<file path="config.mk">
export PLATFORM = sky130hd
export DESIGN_NAME = bennett_clock_gen_flat
export DESIGN_NICKNAME = d
export VERILOG_FILES = /design/src/rtl/bennett_clock_gen_if.sv /design/src/rtl/bennett_clock_gen.sv /design/src/flat_wrapper.sv
export SDC_FILE = /design/constraint.sdc
export NUM_CORES = 1
export LEC_CHECK = 0
export BUFFER_PORTS_ARGS = -buffer_cell sky130_fd_sc_hd__clkbuf_2
export CAP_MARGIN = 15
export CORE_ASPECT_RATIO = 1.25
export CORE_UTILIZATION = 55
export CTS_CLUSTER_SIZE = 14
export DETAILED_ROUTE_END_ITERATION = 10
export GPL_ROUTABILITY_DRIVEN = 1
export HOLD_SLACK_MARGIN = 0.08
export PLACE_DENSITY = 0.91
export SYNTH_ARGS = -nofsm -noshare
export SYNTH_HDL_FRONTEND = slang
export SYNTH_SLANG_ARGS = --single-unit
</file>
<file path="constraint.sdc">
create_clock -name clk -period 4.1 [get_ports clk]
set_input_delay 0.41 -clock clk [delete_from_list [all_inputs] [get_ports clk]]
set_output_delay 0.41 -clock clk [all_outputs]
set_load 0.05 [all_outputs]
</file>
<file path="src/rtl/bennett_clock_gen_if.sv">
// Handshake, configuration and rail outputs of the Bennett clock generator.
// The sequencer drives through master; the generator answers through slave.
interface bennett_clock_gen_if #(
    parameter int WIDTH  = 11,
    parameter int HOLD_W = 4,
    parameter int CNT_W  = 16,
    parameter int SW     = $clog2(WIDTH + 1)
);
    logic              start;
    logic [SW-1:0]     cfg_stages;
    logic [HOLD_W-1:0] cfg_hold;
    logic              abort;
    logic              busy;
    logic [2:0]        phase;
    logic [WIDTH-1:0]  active;
    logic [WIDTH-1:0]  clkn;
    logic [WIDTH-1:0]  clkp;
    logic              mclk;
    logic              inst_flag;
    logic              aborted;
    logic [CNT_W-1:0]  cycle_count;

    modport master (
        output start, cfg_stages, cfg_hold, abort,
        input  busy, phase, active, clkn, clkp, mclk, inst_flag, aborted, cycle_count
    );

    modport slave (
        input  start, cfg_stages, cfg_hold, abort,
        output busy, phase, active, clkn, clkp, mclk, inst_flag, aborted, cycle_count
    );
endinterface

</file>
<file path="src/rtl/bennett_clock_gen.sv">
// Thermometer-ramped complementary clock generator for adiabatic ALU stages:
// programmable stage count and top-hold, start/busy handshake, graceful abort.
module bennett_clock_gen #(
    parameter int WIDTH  = 11,
    parameter int HOLD_W = 4,
    parameter int CNT_W  = 16,
    parameter int SW     = $clog2(WIDTH + 1)
) (
    input logic               clk,
    input logic               reset,
    bennett_clock_gen_if.slave bus
);
    typedef enum logic [2:0] {
        IDLE      = 3'd0,
        RAMP_UP   = 3'd1,
        HOLD      = 3'd2,
        RAMP_DOWN = 3'd3,
        REST      = 3'd4
    } state_t;

    state_t            state_reg, state_next;
    logic [SW-1:0]     level_reg, level_next;   // popcount of active
    logic [SW-1:0]     stages_reg, stages_next;
    logic [HOLD_W-1:0] hold_reg, hold_next;     // remaining top-hold cycles
    logic              abort_flag_reg, abort_flag_next;
    logic              mclk_reg, mclk_next;
    logic              inst_flag_reg, inst_flag_next;
    logic              aborted_reg, aborted_next;
    logic [CNT_W-1:0]  count_reg, count_next;
    logic [SW-1:0]     stages_clamped;
    logic [WIDTH-1:0]  active_w;

    always_comb begin
        stages_clamped = bus.cfg_stages;
        if (bus.cfg_stages == '0)
            stages_clamped = SW'(1);
        else if (bus.cfg_stages > SW'(WIDTH))
            stages_clamped = SW'(WIDTH);
    end

    always_ff @(posedge clk or posedge reset) begin
        if (reset) begin
            state_reg      <= IDLE;
            level_reg      <= '0;
            stages_reg     <= SW'(1);
            hold_reg       <= '0;
            abort_flag_reg <= 1'b0;
            mclk_reg       <= 1'b0;
            inst_flag_reg  <= 1'b0;
            aborted_reg    <= 1'b0;
            count_reg      <= '0;
        end else begin
            state_reg      <= state_next;
            level_reg      <= level_next;
            stages_reg     <= stages_next;
            hold_reg       <= hold_next;
            abort_flag_reg <= abort_flag_next;
            mclk_reg       <= mclk_next;
            inst_flag_reg  <= inst_flag_next;
            aborted_reg    <= aborted_next;
            count_reg      <= count_next;
        end
    end

    always_comb begin
        state_next      = state_reg;
        level_next      = level_reg;
        stages_next     = stages_reg;
        hold_next       = hold_reg;
        abort_flag_next = abort_flag_reg;
        mclk_next       = mclk_reg;
        inst_flag_next  = 1'b0;
        aborted_next    = 1'b0;
        count_next      = count_reg;

        case (state_reg)
            IDLE: begin
                if (bus.start) begin
                    state_next      = RAMP_UP;
                    level_next      = SW'(1);
                    stages_next     = stages_clamped;
                    hold_next       = bus.cfg_hold;
                    abort_flag_next = 1'b0;
                    mclk_next       = 1'b0;
                end
            end
            RAMP_UP: begin
                if (bus.abort) begin
                    // Release starts from the current height; mclk only if already full.
                    state_next      = RAMP_DOWN;
                    level_next      = level_reg - SW'(1);
                    abort_flag_next = 1'b1;
                    mclk_next       = (level_reg == stages_reg);
                end else if (level_reg == stages_reg) begin
                    mclk_next = 1'b1;
                    if (hold_reg != '0) begin
                        state_next = HOLD;
                    end else begin
                        state_next = RAMP_DOWN;
                        level_next = level_reg - SW'(1);
                    end
                end else begin
                    level_next = level_reg + SW'(1);
                end
            end
            HOLD: begin
                if (bus.abort || hold_reg == HOLD_W'(1)) begin
                    state_next      = RAMP_DOWN;
                    level_next      = level_reg - SW'(1);
                    abort_flag_next = abort_flag_reg | bus.abort;
                end else begin
                    hold_next = hold_reg - HOLD_W'(1);
                end
            end
            RAMP_DOWN: begin
                if (level_reg == '0) begin
                    state_next     = REST;
                    inst_flag_next = 1'b1;
                    aborted_next   = abort_flag_reg;
                    mclk_next      = 1'b0;
                    count_next     = count_reg + CNT_W'(1);
                end else begin
                    level_next = level_reg - SW'(1);
                end
            end
            REST: begin
                state_next = IDLE;
            end
            default: begin
                state_next = IDLE;
                level_next = '0;
            end
        endcase
    end

    // Rail gi is energised while the ramp height exceeds gi; X marks an unpowered rail.
    generate
        for (genvar gi = 0; gi < WIDTH; gi++) begin : g_rail
            assign active_w[gi] = (level_reg > SW'(gi));
            assign bus.clkn[gi] = active_w[gi] ? 1'b0 : 1'bx;
            assign bus.clkp[gi] = active_w[gi] ? 1'b1 : 1'bx;
        end
    endgenerate

    assign bus.active      = active_w;
    assign bus.busy        = (state_reg != IDLE);
    assign bus.phase       = state_reg;
    assign bus.mclk        = mclk_reg;
    assign bus.inst_flag   = inst_flag_reg;
    assign bus.aborted     = aborted_reg;
    assign bus.cycle_count = count_reg;
endmodule
</file>
<file path="src/flat_wrapper.sv">
// flat-port wrapper written by rule: the top's interface ports become plain ports
module bennett_clock_gen_flat 
#(
    parameter int WIDTH  = 11,
    parameter int HOLD_W = 4,
    parameter int CNT_W  = 16,
    parameter int SW     = $clog2(WIDTH + 1)
)
  (clk, reset, bus_start, bus_cfg_stages, bus_cfg_hold, bus_abort, bus_busy, bus_phase, bus_active, bus_clkn, bus_clkp, bus_mclk, bus_inst_flag, bus_aborted, bus_cycle_count);
  bennett_clock_gen_if #(.WIDTH(WIDTH), .HOLD_W(HOLD_W), .CNT_W(CNT_W), .SW(SW)) bus_i ();
  input logic clk;
  input logic reset;
  input wire logic [$bits(bus_i.start)-1:0] bus_start;
  input wire logic [$bits(bus_i.cfg_stages)-1:0] bus_cfg_stages;
  input wire logic [$bits(bus_i.cfg_hold)-1:0] bus_cfg_hold;
  input wire logic [$bits(bus_i.abort)-1:0] bus_abort;
  output wire logic [$bits(bus_i.busy)-1:0] bus_busy;
  output wire logic [$bits(bus_i.phase)-1:0] bus_phase;
  output wire logic [$bits(bus_i.active)-1:0] bus_active;
  output wire logic [$bits(bus_i.clkn)-1:0] bus_clkn;
  output wire logic [$bits(bus_i.clkp)-1:0] bus_clkp;
  output wire logic [$bits(bus_i.mclk)-1:0] bus_mclk;
  output wire logic [$bits(bus_i.inst_flag)-1:0] bus_inst_flag;
  output wire logic [$bits(bus_i.aborted)-1:0] bus_aborted;
  output wire logic [$bits(bus_i.cycle_count)-1:0] bus_cycle_count;
  assign bus_i.start = bus_start;
  assign bus_i.cfg_stages = bus_cfg_stages;
  assign bus_i.cfg_hold = bus_cfg_hold;
  assign bus_i.abort = bus_abort;
  assign bus_busy = bus_i.busy;
  assign bus_phase = bus_i.phase;
  assign bus_active = bus_i.active;
  assign bus_clkn = bus_i.clkn;
  assign bus_clkp = bus_i.clkp;
  assign bus_mclk = bus_i.mclk;
  assign bus_inst_flag = bus_i.inst_flag;
  assign bus_aborted = bus_i.aborted;
  assign bus_cycle_count = bus_i.cycle_count;
  bennett_clock_gen #(.WIDTH(WIDTH), .HOLD_W(HOLD_W), .CNT_W(CNT_W), .SW(SW)) u_core (.clk(clk), .reset(reset), .bus(bus_i));
endmodule
</file>
==> summary.txt <==
status - completed
warnings from Yosys - 0
Post-synth EDFFs - 0
ys async rst share - 100%
core footprint - 0.00378 sq mm
CP startpoint kind - register
layout cells sized above 1 - 27.4%
Vias - 1720
first-pass GRT wire length - 7110 um
crit-path max FO - 6
n_diodes - 0
Total Routed Length - 4390 um
synthesized instance count - 226
routed len/inst - 13.5 um
Largest stage delay, worst path - 0.46 ns
Seq cells post-synth - 35
Post-Syn Area per Cell - 9.64 sq um
Adder-Cell Fraction of Synth Area - 4.02%
Die Ht - 72.4 um
number of CTS-inserted buffers - 5
Reg-to-Reg End - u_core.level_reg[3]
remaining global-route overflow - 0
post-layout min period - 2.20 ns
slowest CP cell - dfrtp_1
fmax - 454 MHz
DR vias/cell - 5.31
FP Rows - 25
Final Max Slew Viols - 0
root buf cell - clkbuf_8
Total Routing Usage GR - 22.3%
simple-gate share of the synthesized area - 19.4%
setup slack, reg-to-reg - 1.90 ns
leakage - 1.19 nW
Cell Area, Synth - 0.00218 sq mm
CTS max path bufs - 2
WS Path Type - register to register
DRC - 0
nets - 289
Horiz. Die Dim - 58.3 um
post-CTS setup buffers - 0
critical path endpoint category - register
H-tree Lvls - 2
GPL Wtd Cong - 0.849
Compound-Gate Fraction of Synth Area - 11.8%
# fillers - 327
drt pass-1 iters - 4
Worst-path clk slew - 0.07 ns
# hold bufs at CTS - 0
post-synthesis mux area share - 2.99%
critical path required time - 4.27 ns
worst skew pair latency - 0.28 ns
Power Total - 1.95 mW
sequential element share of the synthesized area - 40.2%
vias in the first global route - 1559
worst path arrival time - 2.37 ns
Resize count post-CTS - 0
max reg flops - 16
Worst Hold Margin - 0.190 ns
Hold Violations, Final - 0
RSZ-0062 raised after global routing - false
antenna violations before repair - 0
die area - 0.00422 sq mm
worst reg2reg startpoint - u_core.level_reg[0]
Iter 0 DRT Violations - 67
Slew headroom - 61.5%
post-synthesis xor/xnor area fraction - 9.01%
VDD IR max - 773 uV
skew final - 0.00442 ns
Starting Density - 57.6%
largest net degree at the start of global routing - 36
worst hold path class - primary input to asynchronous set/reset pin
TNS Setup - 0 ns
worst r2r path cells - 7
TritonCTS sink count - 35
CTS tree - yes
Layout Area Growth over Synthesis - 10.9%
Tcrit/Tclk final - 53.7%
Final ANT Viol Nets - 0
largest family of logic cells by synthesized area - simple AND/OR/NAND/NOR gates
top_reg_cell synth - dfrtp_1
HPWL after DPL - 3150 um
synth unique cells - 50
max-cap violation count - 0
worst-margin pin slew - 0.571 ns
crit-path cells - inv_1, ha_1, nand4bb_1, nor2_1, a311o_1, nor3_1, a31o_2
Setup Viol. Count Final - 0
# IOs - 68
pwr dens - 807 mW/mm^2
Port-buffer cells - 45
==> report_power, final <==
group	leakage [nW]	internal [mW]	total, mW	switching, mW
sequential	0.447	0.451	0.602	0.152
clock	0.0470	0.132	0.250	0.118
combinational	0.700	0.328	1.10	0.770
total	1.19	0.910	1.95	1.04
==> placed cells by master, fill, tap and decap left out, drive strengths merged, types with 3 or more instances in the layout <==
cell type / count
nand2: 23
nor3: 5
mux2: 4
xnor2: 11
nand3: 6
clkbuf: 51
and2: 3
a21oi: 10
dfrtp: 34
nand4: 5
conb: 22
o21ai: 11
nand3b: 3
ha: 7
and3: 3
inv: 11
xor2: 8
nor2: 18
==> worst max-delay path: cells and delay by family, from the launching register on <==
family | cells | cell delay (ns)
AO/OA/AOI/OAI | 2 | 0.56
adder cells (fa/ha/maj) | 1 | 0.29
buffers and inverters | 1 | 0.16
flip-flops | 1 | 0.46
AND/OR/NAND/NOR | 3 | 0.63
==> metrics by stage <==
stage	utilization (%)	instances	area [sq um]	worst slack [ns]
2_1_floorplan	-	246	2250	1.79
3_3_place_gp	61.6	317	2330	2.06
3_5_place_dp	61.6	317	2330	1.98
4_1_cts	63.9	324	2420	1.93
5_1_grt	63.9	324	2420	1.75
6_report	63.9	324	2420	1.90
==> Yosys cell counts, drive strengths merged (3+ instances only) <==
master | n | share of area (%)
nor2 | 18 | 3.1
and2 | 3 | 0.92
nand3 | 6 | 1.4
dfrtp | 34 | 39
nand4 | 5 | 1.4
buf | 26 | 8.9
mux2 | 4 | 2.1
xnor2 | 11 | 4.4
o21ai | 11 | 2.5
a21oi | 10 | 2.3
and3 | 3 | 0.86
nand3b | 3 | 1.0
nand2 | 23 | 4.0
clkbuf | 3 | 1.4
inv | 11 | 1.9
ha | 7 | 4.0
xor2 | 8 | 4.6
nor3 | 5 | 1.1
==> how the worst max path moves through the flow <==
stage,startpoint,cells past startpoint,end
finish,u_core.level_reg[0],7,u_core.level_reg[3]
global route,u_core.level_reg[0],7,u_core.level_reg[3]
CTS,u_core.level_reg[0],7,u_core.level_reg[3]
detailed placement,u_core.level_reg[0],7,u_core.level_reg[2]
global placement,u_core.level_reg[0],7,u_core.level_reg[2]
floorplan,u_core.level_reg[0],3,bus_active[4]
==> metal layers <==
metal | part of all wire [%] | wire length (um) | global-route usage (%)
met1 | 40 | 1750 | 24.9
met2 | 52 | 2300 | 39.3
met3 | 6.1 | 267 | 6.24
met4 | 1.7 | 76 | 9.52
met5 | 0 | 0 | 0
==> cells by family (layout without fill, tap and decap cells) <==
logic type,Yosys count,in the layout
DFF,35,35
muxes,6,6
other,2,22
adders and majority gates,7,7
buffers and inverters,40,64
and+or+nand+nor,80,80
xor gates and xnor gates,19,19
AOI/OAI and AO/OA,37,37
==> area by class of cell <==
cell class                 count  area, sq um  area share, %
tap                           54         67.6           2.80
clock inverter                 1         5.00          0.207
multi-input combinational    171         1110           46.0
sequential                    35          877           36.3
inverter                      11         41.3           1.71
clock buffer                   6         82.6           3.42
timing repair buffer          46          233           9.63
(Power assumes the default switching activity.)
